===== src/rtl/ofs_plat_host_ccip_quiesce_pkg.sv =====
// Shared types for the CCI-P host channel quiesce controller.
//   qstate_e  : controller FSM state, encoding visible on the state port
//   cnt_width : bits needed to hold a count in the range 0..max_val
package ofs_plat_host_ccip_quiesce_pkg;

  typedef enum logic [1:0] {
    ST_RUN      = 2'd0,
    ST_DRAIN    = 2'd1,
    ST_QUIESCED = 2'd2
  } qstate_e;

  function automatic int cnt_width(input int max_val);
    return $clog2(max_val + 1);
  endfunction

endpackage


===== src/rtl/ofs_plat_host_ccip_outstanding_counter.sv =====
// Saturating up/down counter of outstanding lines.
//   clk, reset         : clock, async active-high reset
//   inc_amt / dec_amt  : lines added / retired this cycle (0..7)
//   count              : registered count, 0..MAX_COUNT
//   overflow/underflow : single-cycle pulses, asserted on the cycle whose
//                        result had to be saturated / clamped
module ofs_plat_host_ccip_outstanding_counter
  import ofs_plat_host_ccip_quiesce_pkg::*;
#(
  parameter int MAX_COUNT = 512,
  parameter int W         = cnt_width(MAX_COUNT)
) (
  input  logic         clk,
  input  logic         reset,
  input  logic [2:0]   inc_amt,
  input  logic [2:0]   dec_amt,
  output logic [W-1:0] count,
  output logic         overflow,
  output logic         underflow
);

  // Headroom so count + inc never wraps before the range checks.
  localparam int XW = W + 3;

  logic [W-1:0]  count_q, count_d;
  logic [XW-1:0] sum;

  always_comb begin
    sum       = XW'(count_q) + XW'(inc_amt);
    count_d   = count_q;
    overflow  = 1'b0;
    underflow = 1'b0;
    // Increment and decrement apply together; only the net result is bounded.
    if (sum < XW'(dec_amt)) begin
      count_d   = '0;
      underflow = 1'b1;
    end else if ((sum - XW'(dec_amt)) > XW'(MAX_COUNT)) begin
      count_d  = W'(MAX_COUNT);
      overflow = 1'b1;
    end else begin
      count_d = W'(sum - XW'(dec_amt));
    end
  end

  always_ff @(posedge clk or posedge reset) begin
    if (reset) count_q <= '0;
    else       count_q <= count_d;
  end

  assign count = count_q;

endmodule


===== src/rtl/ofs_plat_host_ccip_quiesce_ctrl.sv =====
// Quiesce controller for a CCI-P host channel. On quiesce_req it raises
// almost-full to the AFU, keeps forwarding slack requests while tracking
// outstanding read/write lines, and declares QUIESCED after GRACE_CYCLES
// consecutive fully idle cycles. In QUIESCED new requests are dropped.
//   in : clk, reset, quiesce_req, AFU c0/c1 requests, FIU c0/c1 responses,
//        FIU almost-full
//   out: gated FIU tx valids, AFU almost-full, quiesced, state,
//        rd/wr outstanding counts, sticky error flags
module ofs_plat_host_ccip_quiesce_ctrl
  import ofs_plat_host_ccip_quiesce_pkg::*;
#(
  parameter int MAX_OUTSTANDING = 512,
  parameter int GRACE_CYCLES    = 16
) (
  input  logic                                    clk,
  input  logic                                    reset,
  input  logic                                    quiesce_req,
  input  logic                                    afu_c0_req_valid,
  input  logic [2:0]                              afu_c0_req_lines,
  input  logic                                    afu_c1_req_valid,
  input  logic                                    fiu_c0_rsp_valid,
  input  logic                                    fiu_c1_rsp_valid,
  input  logic [2:0]                              fiu_c1_rsp_lines,
  input  logic                                    fiu_c0_almost_full,
  input  logic                                    fiu_c1_almost_full,
  output logic                                    fiu_c0_tx_valid,
  output logic                                    fiu_c1_tx_valid,
  output logic                                    afu_c0_almost_full,
  output logic                                    afu_c1_almost_full,
  output logic                                    quiesced,
  output logic [1:0]                              state,
  output logic [cnt_width(MAX_OUTSTANDING)-1:0]   rd_outstanding,
  output logic [cnt_width(MAX_OUTSTANDING)-1:0]   wr_outstanding,
  output logic                                    err_overflow,
  output logic                                    err_underflow,
  output logic                                    err_dropped
);

  localparam int CW = cnt_width(MAX_OUTSTANDING);
  localparam int GW = cnt_width(GRACE_CYCLES);

  qstate_e       state_q, state_d;
  logic [GW-1:0] grace_q, grace_d;
  logic          err_ovf_q, err_ovf_d;
  logic          err_unf_q, err_unf_d;
  logic          err_drop_q, err_drop_d;

  logic          fwd_c0, fwd_c1, idle;
  logic [2:0]    rd_inc, rd_dec, wr_inc, wr_dec;
  logic          rd_ovf, rd_unf, wr_ovf, wr_unf;

  // Requests pass straight through unless the channel is fully quiesced.
  assign fwd_c0          = afu_c0_req_valid && (state_q != ST_QUIESCED);
  assign fwd_c1          = afu_c1_req_valid && (state_q != ST_QUIESCED);
  assign fiu_c0_tx_valid = fwd_c0;
  assign fiu_c1_tx_valid = fwd_c1;

  assign afu_c0_almost_full = fiu_c0_almost_full || (state_q != ST_RUN);
  assign afu_c1_almost_full = fiu_c1_almost_full || (state_q != ST_RUN);

  assign rd_inc = fwd_c0 ? afu_c0_req_lines : 3'd0;
  assign rd_dec = fiu_c0_rsp_valid ? 3'd1 : 3'd0;
  assign wr_inc = fwd_c1 ? 3'd1 : 3'd0;
  assign wr_dec = fiu_c1_rsp_valid ? fiu_c1_rsp_lines : 3'd0;

  ofs_plat_host_ccip_outstanding_counter #(.MAX_COUNT(MAX_OUTSTANDING), .W(CW)) u_rd_cnt (
    .clk(clk), .reset(reset), .inc_amt(rd_inc), .dec_amt(rd_dec),
    .count(rd_outstanding), .overflow(rd_ovf), .underflow(rd_unf)
  );

  ofs_plat_host_ccip_outstanding_counter #(.MAX_COUNT(MAX_OUTSTANDING), .W(CW)) u_wr_cnt (
    .clk(clk), .reset(reset), .inc_amt(wr_inc), .dec_amt(wr_dec),
    .count(wr_outstanding), .overflow(wr_ovf), .underflow(wr_unf)
  );

  // Idle means nothing tracked and nothing moving in either direction.
  assign idle = (rd_outstanding == '0) && (wr_outstanding == '0) &&
                !afu_c0_req_valid && !afu_c1_req_valid &&
                !fiu_c0_rsp_valid && !fiu_c1_rsp_valid;

  always_comb begin
    state_d = state_q;
    grace_d = grace_q;
    unique case (state_q)
      ST_RUN: begin
        grace_d = '0;
        if (quiesce_req) state_d = ST_DRAIN;
      end
      ST_DRAIN: begin
        if (!quiesce_req) begin
          state_d = ST_RUN;
          grace_d = '0;
        end else if (!idle) begin
          grace_d = '0;
        end else if (grace_q == GW'(GRACE_CYCLES - 1)) begin
          // This cycle completes the idle run.
          state_d = ST_QUIESCED;
          grace_d = '0;
        end else begin
          grace_d = grace_q + GW'(1);
        end
      end
      ST_QUIESCED: begin
        grace_d = '0;
        if (!quiesce_req) state_d = ST_RUN;
      end
      default: begin
        state_d = ST_RUN;
        grace_d = '0;
      end
    endcase
  end

  always_comb begin
    err_ovf_d  = err_ovf_q || rd_ovf || wr_ovf;
    err_unf_d  = err_unf_q || rd_unf || wr_unf;
    err_drop_d = err_drop_q ||
                 ((state_q == ST_QUIESCED) && (afu_c0_req_valid || afu_c1_req_valid));
  end

  always_ff @(posedge clk or posedge reset) begin
    if (reset) begin
      state_q    <= ST_RUN;
      grace_q    <= '0;
      err_ovf_q  <= 1'b0;
      err_unf_q  <= 1'b0;
      err_drop_q <= 1'b0;
    end else begin
      state_q    <= state_d;
      grace_q    <= grace_d;
      err_ovf_q  <= err_ovf_d;
      err_unf_q  <= err_unf_d;
      err_drop_q <= err_drop_d;
    end
  end

  assign state         = state_q;
  assign quiesced      = (state_q == ST_QUIESCED);
  assign err_overflow  = err_ovf_q;
  assign err_underflow = err_unf_q;
  assign err_dropped   = err_drop_q;

endmodule


===== config.mk =====
export PLATFORM = sky130hd
export DESIGN_NAME = ofs_plat_host_ccip_quiesce_ctrl
export DESIGN_NICKNAME = d
export VERILOG_FILES = /design/src/rtl/ofs_plat_host_ccip_quiesce_pkg.sv /design/src/rtl/ofs_plat_host_ccip_outstanding_counter.sv /design/src/rtl/ofs_plat_host_ccip_quiesce_ctrl.sv
export SDC_FILE = /design/constraint.sdc
export NUM_CORES = 1
export LEC_CHECK = 0
export BUFFER_PORTS_ARGS = -buffer_cell sky130_fd_sc_hd__clkbuf_2
export CORE_UTILIZATION = 56
export DETAILED_ROUTE_END_ITERATION = 8
export HOLD_SLACK_MARGIN = 0.12
export PLACE_DENSITY = 0.86
export RECOVER_POWER = 25
export SLEW_MARGIN = 25
export SYNTH_ARGS = -nofsm -noshare
export SYNTH_HDL_FRONTEND = slang
export SYNTH_SLANG_ARGS = --single-unit

===== constraint.sdc =====
create_clock -name clk -period 4.4 [get_ports clk]
set_input_delay 0.66 -clock clk [delete_from_list [all_inputs] [get_ports clk]]
set_output_delay 0.66 -clock clk [all_outputs]
set_load 0.1 [all_outputs]

==> results of run 1 <==
## through the flow
| stage | hold WS (ns) | worst slack (ns) | cells | instance area [µm²] | utilization (%) |
|---|---|---|---|---|---|
| final | 0.456 | 0.622 | 379 | 2800 | 68.1 |
| after global routing | 0.486 | 0.317 | 379 | 2800 | 68.1 |
| after CTS | 0.431 | 0.631 | 379 | 2810 | 68.2 |
| after detailed placement | 0.451 | 0.625 | 371 | 2710 | 65.9 |
| after global placement | 0.440 | 0.712 | 371 | 2710 | 65.9 |
| after floorplan | 0.428 | 0.212 | 289 | 2480 | - |
## state kept, by name (all words and copies together), names as in the netlist
signal,flops
u_wr_cnt.count,10
err_overflow,1
grace_q,5
state,2
err_underflow,1
u_rd_cnt.count,10
err_dropped,1
## layer usage
layer | vias to the layer above | GRT usage (%) | share of wire, %
met4 | 0 | 11.7 | 1.7
met3 | 12 | 6.41 | 7.8
li1 | 1143 | - | -
met2 | 115 | 38.7 | 41
met5 | - | 0 | 0
met1 | 1115 | 41.8 | 49
## synth_stat cells (all sizes together), types with 5 or more instances
cell type   n
xnor2      15
and3       10
xor2        8
o21ai       7
nor2       30
a21o        5
nand3      21
a21oi      11
dfrtp      30
or3         8
and2        8
and4        5
ha         11
inv        12
clkbuf     11
nand2      24
nor4        8
## area by class of cell
type                    count  area, µm²  share of cell area [%]
multi-input cells         234       1630                    58.0
repair buffers             45        224                    7.99
flip-flops and latches     30        753                    26.9
inverters                  12       45.0                    1.61
well taps                  50       62.6                    2.23
clock inverters             1       5.00                   0.179
clock buffers               7       86.3                    3.08
## worst max-delay path: stages (launching register included)
cell	delay [ns]
dfrtp_2	0.42
nand2b_1	0.24
and2_2	0.26
ha_1	0.24
ha_1	0.28
xor2_1	0.18
ha_1	0.36
a21oi_1	0.14
nand2_1	0.16
o32ai_1	0.27
o211ai_1	0.19
o31ai_4	0.30
o2111ai_4	0.23
a221o_1	0.39
## cell families (layout without fill, tap and decap cells)
group                    Yosys count  in the layout  synth area share, %
AND/OR/NAND/NOR                  134            134                 27.9
multiplexers                       3              3                 1.21
adder cells (fa/ha/maj)           13             13                 7.18
buffers and inverters             25             65                 4.09
AO/OA/AOI/OAI                     61             61                 20.9
flip-flops                        30             30                 30.3
XOR/XNOR                          23             23                 8.44
## worst max path at each step
stage	startpoint	to	slack, ns	cells past startpoint
floorplan	state[0]	err_overflow	0.21	14
global placement	afu_c1_req_valid	err_overflow	0.71	13
detailed placement	afu_c1_req_valid	err_overflow	0.62	13
CTS	state[0]	err_overflow	0.63	13
global route	state[0]	err_overflow	0.32	13
finish	state[0]	err_overflow	0.62	13
==> flow_summary.yaml, run 1 <==
clock_tree:
  tritoncts: "built"
  path_clk_slew_ns: 0.07
  cts_hold_buf: 0
  numCtsBuffers: 5
  root_buffer: "clkbuf_8"
  clockBufferDepth: 2
  clock_latency_ns: 0.29
  post_cts_buffers: 0
  cts_resized: 0
  clkSinkCount: 30
  cts_max_level: 2
worst_setup_path:
  critPathLaunchType: "register"
  ff2ff_path_depth: 13
  worstPathRequired_ns: 4.57
  critical_path_class: "register to register"
  cp_data_arrival_time_ns: 3.95
  rrSetupSlack_ns: 0.62
  rr_endpoint: "err_overflow"
  reg2reg_from: "state[0]"
  crit_path_max_fanout: 10
  cp-end-kind: "register"
timing:
  hold_viol_final: 0
  slew_headroom_pct: -7.84
  worst_slew_pin_slew_ns: 1.62
  finClkSkew_ns: 0.0103
  rsz0062_at_grt: "no"
  setup_viol: 0
  fin_crit_sh_pct: 85.9
  drv_slew: 31
  clock.fmax_mhz: 265
  min_period_ns: 3.78
  finalSetupTns_ns: 0
run_status:
  failed_checks: "max-capacitance violations, max-slew violations"
  outcome: "finished with violations"
detailed_routing:
  first_iter_violations: 235
  vias: 2385
  wl_per_cell_um: 16.0
  wl_um: 6050
  dr.pass1.iters: 5
  ant_nets: 0
  vias_per_cell: 6.29
  drc: 0
synthesis:
  synth_edf_count: 0
  synthCells: 289
  syn_avg_cell_area_um2: 8.57
  syn-cell-area_um2: 2480
  synth_ff_type: "dfrtp_1"
  synth.distinct_cells: 54
  syn_nets: 317
  synth_top_area_share_pct: 30.3
  ys_ff_latch: 30
  ys_seq_area_share_pct: 30.3
  async_flop_share_pct: 100
  yosys_warnings: 0
  ys_top_cells_by_area: "dfrtp_1, ha_1, xnor2_1"
  synth_top_area_cell: "dfrtp_1"
min_path:
  hold-path-cell-count: 1
  hp-start: "grace_q[0]"
  hold_end: "grace_q[0]"
  hp-class: "register to register"
global_route:
  gr-total-overflow: 0
  grt_use_total_pct: 28.2
  grt_start_max_net_pins: 31
  grt_pass1_wl_um: 9530
  grt_pass1_vias: 1986
  antenna_found_initial: 0
layout:
  layout.nets: 356
  drive_above_1_share_pct: 19.8
  syn_to_final_growth_pct: 13.1
  final_cell_mix: "clkbuf_2, nor2_1, dfrtp_1"
  final_common_cell: "clkbuf_2"
  diodes: 0
  fillers: 359
die:
  core_area_um2: 4120
  dieWidth_um: 68.5
  die_h_um: 68.5
  ios: 45
  placementRows: 23
  die_area_um2: 4690
  start_util_pct: 60.2
placed_design:
  io_buffers: 44
  gp_congestion: 0.987
  dp_hpwl_um: 4490
run:
  maxCapViolCount: 1
Power of run 1 is not shown: default switching activity piles up to over one toggle a cycle in this logic, so the estimate is an artifact.
==> run 2: changes to the inputs <==
- CORE_UTILIZATION: 56 -> 45
- GPL_ROUTABILITY_DRIVEN: unset -> 0
- PLACE_DENSITY: 0.86 -> 0.73
==> run 2 against run 1 <==
Effect of this change:
- the run now ends clean
- critical path depth unchanged
- non-clock buffer count decreased by 1
- first-iteration DRC count increased by 15%
- design area increased by 2.6%
- global-route usage decreased by 6.0 points
- critical endpoint unchanged
- highest routed layer unchanged
==> flow_summary.yaml, run 2 (synthesized netlist as in run 1, its figures left out) <==
detailed_routing:
  dr.pass1.iters: 5
  ant_nets: 0
  first_iter_violations: 271
  vias_per_cell: 6.00
  wl_um: 6160
  wl_per_cell_um: 15.5
  vias: 2387
  drc: 0
global_route:
  grt_pass1_wl_um: 10400
  grt_util_met3_pct: 4.55
  grt_use_total_pct: 22.1
  antenna_found_initial: 0
  grt_use_met2_pct: 33.8
  grt_start_max_net_pins: 31
  grtUsageMet1_pct: 32.0
  gr-max-usage-layer: "met2"
  grt_pass1_vias: 2172
  gr-total-overflow: 0
die:
  die_h_um: 76.2
  die_area_um2: 5800
  ios: 45
  placementRows: 26
  dieWidth_um: 76.2
  start_util_pct: 47.6
  core_area_um2: 5200
layout:
  ff_latch_area_um2: 753
  postLayoutCoreUtil_pct: 55.2
  multi_input_area_um2: 1630
  final_cell_mix: "clkbuf_2, nor2_1, dfrtp_1"
  layout.nets: 355
  final_common_cell: "clkbuf_2"
  fillers: 494
  drive_above_1_share_pct: 20.1
  diodes: 0
  syn_to_final_growth_pct: 16.1
clock_tree:
  clockBufferDepth: 2
  tritoncts: "built"
  cts_resized: 0
  cts_hold_buf: 0
  root_buffer: "clkbuf_8"
  post_cts_buffers: 0
  numCtsBuffers: 5
  path_clk_slew_ns: 0.06
  clkSinkCount: 30
  clock_latency_ns: 0.28
  cts_max_level: 2
timing:
  slew_headroom_pct: 26.2
  finClkSkew_ns: 0.0121
  worst_slew_pin_slew_ns: 1.11
  clock.fmax_mhz: 261
  drv_slew: 0
  setup_ws_ns: 0.565
  fin_crit_sh_pct: 87.2
  finalSetupTns_ns: 0
  rsz0062_at_grt: "no"
  min_period_ns: 3.84
  hold_viol_final: 0
  setup_viol: 0
worst_setup_path:
  cpMaxStageDelayCell: "dfrtp_2"
  critPathLaunchType: "register"
  worstPathRequired_ns: 4.56
  max_stage_delay_ns: 0.42
  cp_data_arrival_time_ns: 4.00
  path_depth: 13
  cpMostUsedCell: "ha_1"
  crit_family: "compound AO/OA/AOI/OAI gates"
  crit_path_max_fanout: 10
  critical_path_class: "register to register"
  ff2ff_path_depth: 13
  crit_path_cell_trace: "nand2b_1 > and2_2 > ha_1 > ha_1 > xor2_1 > ha_1 > a21oi_1 > nand2_1 > o32ai_1 > o211ai_1 > o31ai_4 > o2111ai_4 > a221o_1"
  crit_buf_inv: 0
  cp-end-kind: "register"
run:
  maxCapViolCount: 0
run_status:
  outcome: "finished clean"
placed_design:
  dp_hpwl_um: 4650
  io_buffers: 44
  dp_slack_ns: 0.551
min_path:
  hp-class: "register to register"
  hold-path-cell-count: 1
==> run 2: cell types whose count changed in the layout (fill, tap and decap cells not counted) <==
cell,change
clkbuf_1,-2
bufinv_16,+2
clkinv_2,-1
==> run 2: area by class of cell <==
cell class | count | area share [%]
Multi-Input combinational cell | 234 | 56.6
Clock inverter | 2 | 2.09
Clock buffer | 6 | 2.87
Sequential cell | 30 | 26.2
Timing Repair Buffer | 44 | 7.66
Inverter | 12 | 1.57
Tap cell | 70 | 3.05
==> run 2: stage by stage <==
stage	hold WS, ns	instance area [µm²]	cells
after floorplan	0.428	2480	289
after global placement	0.450	2730	390
after detailed placement	0.463	2730	390
after CTS	0.451	2870	398
after global routing	0.481	2870	398
final	0.462	2870	398
==> run 2: worst paths after layout <==
path | from | end | slack, ns
setup / recovery | state[0] | err_overflow | 0.56
hold / removal | grace_q[0] | grace_q[0] | 0.46
setup reg to reg | state[0] | err_overflow | 0.56
hold reg to reg | grace_q[0] | grace_q[0] | 0.46
max in group asynchronous | reset | state[0] | 3.01
min in group asynchronous | reset | u_wr_cnt.count[6] | 0.64
==> run 2: worst reg2reg max path: cells and delay by family (launching register included) <==
family          cells  cell delay, ns
simple gates        3            0.67
xor+xnor            1            0.19
fa+ha+maj           3            0.88
compound gates      6            1.57
flops               1            0.42
==> run 2: layer usage <==
layer,vias to the layer above,wire (µm)
met1,1129,2900
met5,-,0
li1,1131,-
met4,0,46
met3,6,455
met2,121,2760
Power of run 2 is left out for the same reason.
==> run 3: changes to the inputs <==
- ABC_AREA: unset -> 1
- BUFFER_PORTS_ARGS: -buffer_cell sky130_fd_sc_hd__clkbuf_2 -> unset
- DONT_BUFFER_PORTS: unset -> 1
- PLACE_DENSITY: 0.73 -> 0.66
==> run 3 against run 2 <==
Effect of this change:
- the run now ends with max-capacitance violations, max-slew violations left
- area after synthesis down 0.10%
- clock skew down 0.0071 ns
- die area down 0.10%
- register-to-register slack better by 0.59 ns
- first-iteration DRC count down 45%
- final cell count up 18%
- core utilization down 2.8 points
- global-route usage down 1.3 points
- synthesized cell count up 33%
- via count down 2.9%
- non-clock buffer count down 34
- wire length down 9.7%
- critical path type unchanged
==> flow_summary.yaml, run 3 <==
run_status:
  outcome: "finished with violations"
  failed_checks: "max-capacitance violations, max-slew violations"
synthesis:
  yosys_warnings: 0
  syn_avg_cell_area_um2: 6.44
  synth_compound_area_share_pct: 4.20
  synthXorXnorAreaFrac_pct: 1.42
  synth_top_area_share_pct: 30.3
  ys_seq_area_share_pct: 30.3
  yosys-top-cells-count: "nand2_1, inv_1, nor2_1, nand3_1, dfrtp_1"
  synthCells: 384
  synth.distinct_cells: 30
  syn_nets: 412
  synth_top_area_cell: "dfrtp_1"
  synth_edf_count: 0
  ys_ff_latch: 30
  async_flop_share_pct: 100
  synthMuxAreaShare_pct: 0
  synth_adder_area_share_pct: 7.18
  syn-cell-area_um2: 2470
  synth_top_family_by_area: "simple AND/OR/NAND/NOR gates"
  synthSimpleGateAreaFrac_pct: 46.2
  synth_most_common_cell: "nand2_1"
  synth_ff_type: "dfrtp_1"
  ys_top_cells_by_area: "dfrtp_1, nand2_1, inv_1"
min_path:
  hp-class: "register to register"
  hold-path-cell-count: 1
timing:
  clock.fmax_mhz: 308
  hold_viol_final: 0
  rsz0062_at_grt: "no"
  finalSetupTns_ns: 0
  slew_headroom_pct: -4.81
  fin_crit_sh_pct: 73.9
  finClkSkew_ns: 0.00505
  setup_ws_ns: 1.15
  worst_slew_pin_slew_ns: 1.57
  min_period_ns: 3.25
  setup_viol: 0
  drv_slew: 31
layout:
  diodes: 0
  syn_to_final_growth_pct: 10.2
  final_cell_mix: "nand2_1, inv_1, nor2_1"
  drive_above_1_share_pct: 13.0
  design_area_um2: 2730
  layout.nets: 428
  final_common_cell: "nand2_1"
  postLayoutCoreUtil_pct: 52.4
worst_setup_path:
  crit_path_cell_trace: "nor2_4 > buf_4 > nor2_2 > inv_1 > nor2_1 > ha_1 > fa_1 > nand2_2 > nand2_4 > nand2_1 > nand2_1 > nand2_2 > inv_2 > nor2_2 > nor2_1 > nor2_1 > nand2_1 > nor2_1 > nand3_1 > nand2_2 > nand2_4 > nand2_2 > nand2_1"
  critPathLaunchType: "register"
  cp_data_arrival_time_ns: 3.41
  cp-end-kind: "register"
  worstPathRequired_ns: 4.56
  max_stage_delay_ns: 0.41
  ff2ff_path_depth: 23
  crit_path_max_fanout: 10
  critical_path_class: "register to register"
  cpMaxStageDelayCell: "fa_1"
placed_design:
  place_area_um2: 2650
  dp_slack_ns: 1.05
  dp_hpwl_um: 4590
  io_buffers: 0
global_route:
  antenna_found_initial: 0
  grt_start_max_net_pins: 31
  grt_pass1_wl_um: 9810
  gr-total-overflow: 0
  grt_use_total_pct: 20.8
  grt_pass1_vias: 2245
clock_tree:
  cts_max_level: 2
  clkSinkCount: 30
  post_cts_buffers: 0
  numCtsBuffers: 5
  root_buffer: "clkbuf_8"
  cts_hold_buf: 0
  path_clk_slew_ns: 0.06
  clockBufferDepth: 2
  tritoncts: "built"
  cts_resized: 0
  clock_latency_ns: 0.28
die:
  core_area_um2: 5200
  dieWidth_um: 76.1
  start_util_pct: 47.5
  ios: 45
  die_area_um2: 5800
  placementRows: 26
  die_h_um: 76.1
detailed_routing:
  ant_nets: 0
  vias_per_cell: 4.94
  first_iter_violations: 148
  vias: 2317
  dr.pass1.iters: 4
  wl_um: 5570
  wl_per_cell_um: 11.9
  drc: 0
run:
  maxCapViolCount: 1
==> run 3: stage by stage <==
stage	hold slack, ns	cells
finish	0.511	469
global route	0.517	469
CTS	0.355	469
detailed placement	0.489	463
global placement	0.454	463
floorplan	0.428	384
==> run 3: path summary, 6_finish.rpt <==
| path | start | end | slack (ns) |
|---|---|---|---|
| worst max-delay path | state[0] | err_overflow | 1.15 |
| worst min-delay path | grace_q[0] | grace_q[0] | 0.51 |
| worst max register to register | state[0] | err_overflow | 1.15 |
| worst min register to register | grace_q[0] | grace_q[0] | 0.51 |
| max in group asynchronous | reset | u_wr_cnt.count[2] | 2.56 |
| min in group asynchronous | reset | grace_q[2] | 0.81 |
==> run 3: critical path, delay by kind of cell, from the launching register on <==
| family | cells | cell delay, ns |
|---|---|---|
| fa+ha+maj | 2 | 0.64 |
| buf+inv | 3 | 0.50 |
| simple gates | 18 | 1.59 |
| flops | 1 | 0.40 |
==> run 3: final cells by class <==
class / instances / area [µm²]
flip-flops and latches: 30 / 752
fillers: 552 / 2480
well taps: 70 / 87.6
repair buffers: 10 / 71.3
inverters: 68 / 256
clock buffers: 6 / 82.6
multi-input cells: 285 / 1480
==> run 3: logic make-up (layout without fill, tap and decap cells) <==
| kind of cell | Yosys count | count (layout) |
|---|---|---|
| DFF | 30 | 30 |
| xor gates and xnor gates | 4 | 4 |
| adders and majority gates | 13 | 13 |
| AOI/OAI and AO/OA | 17 | 17 |
| buffers and inverters | 69 | 84 |
| and+or+nand+nor | 251 | 251 |
==> run 3: layer usage <==
layer	up-vias	global-route usage, %	part of all wire [%]
li1	1225	-	-
met1	1019	26.4	47
met2	69	34.1	45
met3	4	7.43	7.2
met4	0	4.42	0.61
met5	-	0	0
Power of run 3 is left out for the same reason.
